<file path="src/rtl/inst_load_ctrl.sv">
// Boot/program loader: streams words into instruction memory, holds the core in reset until done.
// Optional checksum verification of the loaded image is compiled in with `define CHECKSUM_EN.
module inst_load_ctrl #(
  parameter int DATA_W    = 32,
  parameter int ADDR_W    = 16,
  parameter int DEPTH     = 1024,
  parameter int BASE_ADDR = 0,
  parameter int RST_HOLD  = 4
) (
  input  logic              CLK,
  input  logic              RST,
  input  logic              MEM_INST_ENB,
  input  logic [DATA_W-1:0] MEM_INST,
  input  logic              LOAD_LAST,
  input  logic              RELOAD,
  output logic              IMEM_WE,
  output logic [ADDR_W-1:0] IMEM_ADDR,
  output logic [DATA_W-1:0] IMEM_WDATA,
  output logic              CPU_RST,
  output logic              LOAD_DONE,
  output logic              LOAD_ERR,
  output logic [ADDR_W:0]   WORD_COUNT
);

  localparam int CW = ADDR_W + 1;
  localparam int HW = (RST_HOLD > 1) ? $clog2(RST_HOLD) : 1;

  localparam logic [CW-1:0]     DEPTH_C   = CW'(DEPTH);
  localparam logic [ADDR_W-1:0] BASE_C    = ADDR_W'(BASE_ADDR);
  localparam logic [HW-1:0]     HOLD_LAST = HW'(RST_HOLD - 1);

  if (longint'(BASE_ADDR) + longint'(DEPTH) > (longint'(1) << ADDR_W))
  begin : g_span_chk
    $error("inst_load_ctrl: BASE_ADDR+DEPTH exceeds address space");
  end

  if (RST_HOLD < 1) begin : g_hold_chk
    $error("inst_load_ctrl: RST_HOLD must be at least 1");
  end

`ifdef CHECKSUM_EN
  typedef enum logic [2:0] {
    S_LOAD, S_HOLD, S_RUN, S_ERR, S_CHK
  } state_t;
`else
  typedef enum logic [1:0] {
    S_LOAD, S_HOLD, S_RUN, S_ERR
  } state_t;
`endif

  state_t state_q, state_d;

  logic [CW-1:0]     cnt_q, cnt_d;
  logic [HW-1:0]     hold_q, hold_d;
  logic              we_q, we_d;
  logic [ADDR_W-1:0] addr_q, addr_d;
  logic [DATA_W-1:0] wdata_q, wdata_d;
  logic              cpu_rst_q, cpu_rst_d;
  logic              done_q, done_d;
  logic              err_q, err_d;
`ifdef CHECKSUM_EN
  logic [DATA_W-1:0] sum_q, sum_d;
`endif

  always_comb begin
    state_d   = state_q;
    cnt_d     = cnt_q;
    hold_d    = hold_q;
    we_d      = 1'b0;
    addr_d    = addr_q;
    wdata_d   = wdata_q;
    cpu_rst_d = cpu_rst_q;
    done_d    = done_q;
    err_d     = err_q;
`ifdef CHECKSUM_EN
    sum_d     = sum_q;
`endif

    // RELOAD outranks everything except RST; a same-cycle strobe is dropped.
    if (RELOAD) begin
      state_d   = S_LOAD;
      cnt_d     = '0;
      hold_d    = '0;
      cpu_rst_d = 1'b1;
      done_d    = 1'b0;
      err_d     = 1'b0;
`ifdef CHECKSUM_EN
      sum_d     = '0;
`endif
    end else begin
      unique case (state_q)
        S_LOAD: begin
          if (MEM_INST_ENB) begin
            if (cnt_q == DEPTH_C) begin
              state_d = S_ERR;
              err_d   = 1'b1;
            end else begin
              we_d    = 1'b1;
              addr_d  = BASE_C + cnt_q[ADDR_W-1:0];
              wdata_d = MEM_INST;
              cnt_d   = cnt_q + 1'b1;
`ifdef CHECKSUM_EN
              sum_d   = sum_q + MEM_INST;
`endif
              if (LOAD_LAST) begin
                hold_d  = '0;
`ifdef CHECKSUM_EN
                state_d = S_CHK;
`else
                state_d = S_HOLD;
`endif
              end
            end
          end
        end
        S_HOLD: begin
          if (hold_q == HOLD_LAST) begin
            state_d   = S_RUN;
            cpu_rst_d = 1'b0;
            done_d    = 1'b1;
          end else begin
            hold_d = hold_q + 1'b1;
          end
        end
        S_RUN: begin
          cpu_rst_d = 1'b0;
        end
        S_ERR: begin
          cpu_rst_d = 1'b1;
          done_d    = 1'b0;
        end
`ifdef CHECKSUM_EN
        // Checksum word is compared only, never written or counted.
        S_CHK: begin
          if (MEM_INST_ENB) begin
            if (MEM_INST == sum_q) begin
              state_d = S_HOLD;
              hold_d  = '0;
            end else begin
              state_d = S_ERR;
              err_d   = 1'b1;
            end
          end
        end
`endif
        default: begin
          state_d = S_ERR;
          err_d   = 1'b1;
        end
      endcase
    end
  end

  always_ff @(posedge CLK) begin
    if (RST) begin
      state_q   <= S_LOAD;
      cnt_q     <= '0;
      hold_q    <= '0;
      we_q      <= 1'b0;
      addr_q    <= BASE_C;
      wdata_q   <= '0;
      cpu_rst_q <= 1'b1;
      done_q    <= 1'b0;
      err_q     <= 1'b0;
`ifdef CHECKSUM_EN
      sum_q     <= '0;
`endif
    end else begin
      state_q   <= state_d;
      cnt_q     <= cnt_d;
      hold_q    <= hold_d;
      we_q      <= we_d;
      addr_q    <= addr_d;
      wdata_q   <= wdata_d;
      cpu_rst_q <= cpu_rst_d;
      done_q    <= done_d;
      err_q     <= err_d;
`ifdef CHECKSUM_EN
      sum_q     <= sum_d;
`endif
    end
  end

  assign IMEM_WE    = we_q;
  assign IMEM_ADDR  = addr_q;
  assign IMEM_WDATA = wdata_q;
  assign CPU_RST    = cpu_rst_q;
  assign LOAD_DONE  = done_q;
  assign LOAD_ERR   = err_q;
  assign WORD_COUNT = cnt_q;

endmodule

</file>
<file path="config.mk">
export PLATFORM = sky130hd
export DESIGN_NAME = inst_load_ctrl
export DESIGN_NICKNAME = d
export VERILOG_FILES = /design/src/rtl/inst_load_ctrl.sv
export SDC_FILE = /design/constraint.sdc
export NUM_CORES = 1
export LEC_CHECK = 0
export CAP_MARGIN = 20
export CELL_PAD_IN_SITES_DETAIL_PLACEMENT = 0
export CELL_PAD_IN_SITES_GLOBAL_PLACEMENT = 1
export CORE_ASPECT_RATIO = 1.25
export CORE_MARGIN = 2
export CORE_UTILIZATION = 32
export CTS_BUF_LIST = sky130_fd_sc_hd__clkbuf_8
export DETAILED_ROUTE_END_ITERATION = 16
export PLACE_DENSITY_LB_ADDON = 0.12
export SYNTH_ARGS = -nofsm -noshare
export SYNTH_HDL_FRONTEND = slang
export SYNTH_SLANG_ARGS = --single-unit
</file>
<file path="constraint.sdc">
create_clock -name CLK -period 1.8 [get_ports CLK]
set_input_delay 0.36 -clock CLK [delete_from_list [all_inputs] [get_ports CLK]]
set_output_delay 0.36 -clock CLK [all_outputs]
set_load 0.01 [all_outputs]
</file>
==> reports/qor.csv <==
stage,metric,value,unit
run_status,status,"complete, no violations",
placement,portBuffers,105,
setup_path,reg2reg_to,IMEM_WDATA[20]$_SDFFE_PP0P_,
clocking,postCtsHoldBufs,0,
logic_synthesis,yosysMostFrequentCell,nand2b_1,
logic_synthesis,synthTopCellsByArea,"dfxtp_1, nand2b_1, mux2i_1",
routing,wirelength,8740,microns
timing,setup_viol,0,
logic_synthesis,async_reset_ff_frac,0,
timing,drv_slew,0,
setup_path,critPathSlowestCell,clkdlybuf4s50_1,
global_route,grt_max_degree,97,
clocking,cts_sinks,73,
setup_path,r2r_cells,8,
timing,slew_headroom,0.553,
layout,utilization,0.484,
clocking,insertion_delay,0.35,ns
pwr,vdd_drop_max,0.000322,V
logic_synthesis,yosysUniqueCellTypes,40,
setup_path,endpoint_kind,primary output,
clocking,root_buffer,clkbuf_8,
logic_synthesis,synth_fp_nets,395,
clocking,clkTransAtPathRegs,0.07,ns
placement,dp_hpwl,5750,microns
global_route,overflow,0,
die,num_rows,42,
die,initial_core_util,0.324,
pwr,power.total,3.36,mW
layout,drive_gt1_frac,0.150,
die,core,10500,sq um
setup_path,path_depth,2,
placement,gp_congestion,0.757,
layout,n_antenna_cell,0,
logic_synthesis,netlist.area_leader.share,0.431,
logic_synthesis,synth-edff-count,0,
flow_run,maxCapViolations,0,
clocking,cts_tree,yes,
routing,drt_iter0_markers,80,
timing,setup_tns,0,ns
setup_path,cp.buffers_inverters,2,
die,die_h,119,microns
global_route,grt_pass1_wl,13400,microns
die,die_x,96.1,microns
die,dieArea,11400,sq um
worst_hold_path,hold_path_class,input port to flop,
routing,vias,2857,
setup_path,worstPathCellList,buf_4 > clkdlybuf4s50_1,
clocking,cts_buffer_depth,2,
worst_hold_path,hold_depth,2,
timing,fmax,574,MHz
logic_synthesis,synthCells,355,
placement,post_dp_cell_area,4700,sq um
setup_path,critPathKind,flop to primary output,
routing,via_per_inst,4.61,
worst_hold_path,hold_path_startpoint,RST,
timing,worst_slack,0.0586,ns
pwr,power_density,663,nW/um^2
timing,fin_crit_sh,0.967,
routing,drc,0,
layout,stdcell_area,5060,sq um
logic_synthesis,synth_flop_cell,dfxtp_1,
logic_synthesis,syn-cell-area,3390,sq um
placement,post-place-ws,-0.260,ns
global_route,antenna_found_initial,0,
timing,rsz0062_at_grt,false,
setup_path,required,1.44,ns
logic_synthesis,yosysWarningCount,0,
setup_path,reg2reg_slack,0.08,ns
routing,post_drt_wl_per_cell,14.1,microns
logic_synthesis,synth-seq-cells,73,
global_route,track_usage,0.151,
timing,finClkSkew,0.0105,ns
routing,ant_nets,0,
die,ios,106,
routing,drtPass1Iterations,4,
timing,hold_viol_final,0,
timing,fin_crit,1.74,ns
logic_synthesis,yosys-top-cells-count,"nand2b_1, dfxtp_1, mux2i_1",
setup_path,reg2reg_from,WORD_COUNT[0]$_SDFFE_PP0P_,
timing,tightest_slew,0.670,ns
layout,area_delta_synth_final,49.3,%
layout,nets,523,
setup_path,startpoint_type,flop,
setup_path,crit_family,buffers and inverters,
setup_path,cp_max_fo,5,
setup_path,max_stage_delay,0.53,ns
setup_path,arrival,1.38,ns
clocking,numCtsBuffers,9,
logic_synthesis,yosysTopAreaCell,dfxtp_1,
worst_hold_path,min_to,IMEM_WE$_SDFF_PP0_,
logic_synthesis,avgSynthCellArea,9.55,sq um
logic_synthesis,yosysSeqAreaShare,0.431,
clocking,h-tree-depth,3,
pwr,leakage,1.80,nW
global_route,grt_pass1_vias,2734,
## cell usage in the layout (no fill, tap or decap), types with 10 or more instances in the layout
cell | netlist | layout
mux2i_1 | 48 | 48
dfxtp_2 | 0 | 10
nand2_1 | 12 | 12
nand2b_1 | 99 | 99
nor2_1 | 10 | 10
clkdlybuf4s50_1 | 0 | 104
clkbuf_8 | 0 | 13
dfxtp_1 | 73 | 60
a21oi_1 | 14 | 14
buf_4 | 2 | 26
## through the flow
step	hold WS, ns	instances
finish	0.230	620
global route	0.212	620
CTS	0.202	612
detailed placement	0.452	596
global placement	0.447	596
floorplan	0.439	355
## where the power goes
part / internal [mW] / switching (mW)
combinational: 0.276 / 0.168
sequential: 1.65 / 0.0236
clock: 0.643 / 0.595
total: 2.57 / 0.787
## sequential cells by signal (all words and copies together), names as in the netlist
name,cells
state_q,2
LOAD_DONE,1
LOAD_ERR,1
IMEM_WE,1
CPU_RST,1
IMEM_ADDR,16
IMEM_WDATA,32
WORD_COUNT,17
hold_q,2
## worst register-to-register path, stage by stage, from the launching register on
cell and delay, ns:
dfxtp_4 0.38, inv_2 0.04, ha_2 0.17, nor4bb_1 0.12, and4_2 0.21, nor3_4 0.22, buf_6 0.17, clkbuf_16 0.16
mux2i_1 0.18
## kinds of logic (layout without fill, tap and decap cells)
logic type                 Yosys count  in the layout  share of synthesized area
AOI/OAI and AO/OA                   34             34                     0.0580
xor gates and xnor gates             4              4                     0.0103
adders and majority gates            3              3                     0.0111
buffers and inverters               31            164                     0.0491
DFF                                 73             73                      0.431
muxes                               48             48                      0.142
and+or+nand+nor                    162            162                      0.299
## final cells by class
cell class,instances,area (sq um)
Clock buffer,13,179
Sequential cell,73,1490
Inverter,7,26.3
Fill cell,1030,5400
Clock inverter,3,13.8
Timing Repair Buffer,141,1430
Multi-Input combinational cell,251,1770
Tap cell,132,165
## layer usage
metal	track usage	up-vias	wire, microns
met4	0.0563	0	100
li1	-	1463	-
met5	0	-	0
met1	0.200	1326	4120
met3	0.0361	8	379
met2	0.235	60	4130
## worst max-delay path by stage
| stage | from | to |
|---|---|---|
| detailed placement | MEM_INST_ENB | WORD_COUNT[14]$_SDFFE_PP0P_ |
| finish | WORD_COUNT[2]$_SDFFE_PP0P_ | WORD_COUNT[2] |
| floorplan | WORD_COUNT[0]$_SDFFE_PP0P_ | IMEM_ADDR[10]$_SDFFE_PP0P_ |
| global route | WORD_COUNT[1]$_SDFFE_PP0P_ | IMEM_WDATA[3]$_SDFFE_PP0P_ |
| global placement | MEM_INST_ENB | WORD_COUNT[12]$_SDFFE_PP0P_ |
| CTS | WORD_COUNT[15]$_SDFFE_PP0P_ | WORD_COUNT[15] |
## what timing repair did
action                                  4_1_cts  5_1_grt
endpoints found under the setup margin        9       60
pin swaps                                     0        3
hold endpoints to repair                      0        0
resized for setup                             7       13
buffers inserted                              0        2
gates cloned                                  0        6
(Power assumes the default switching activity.)
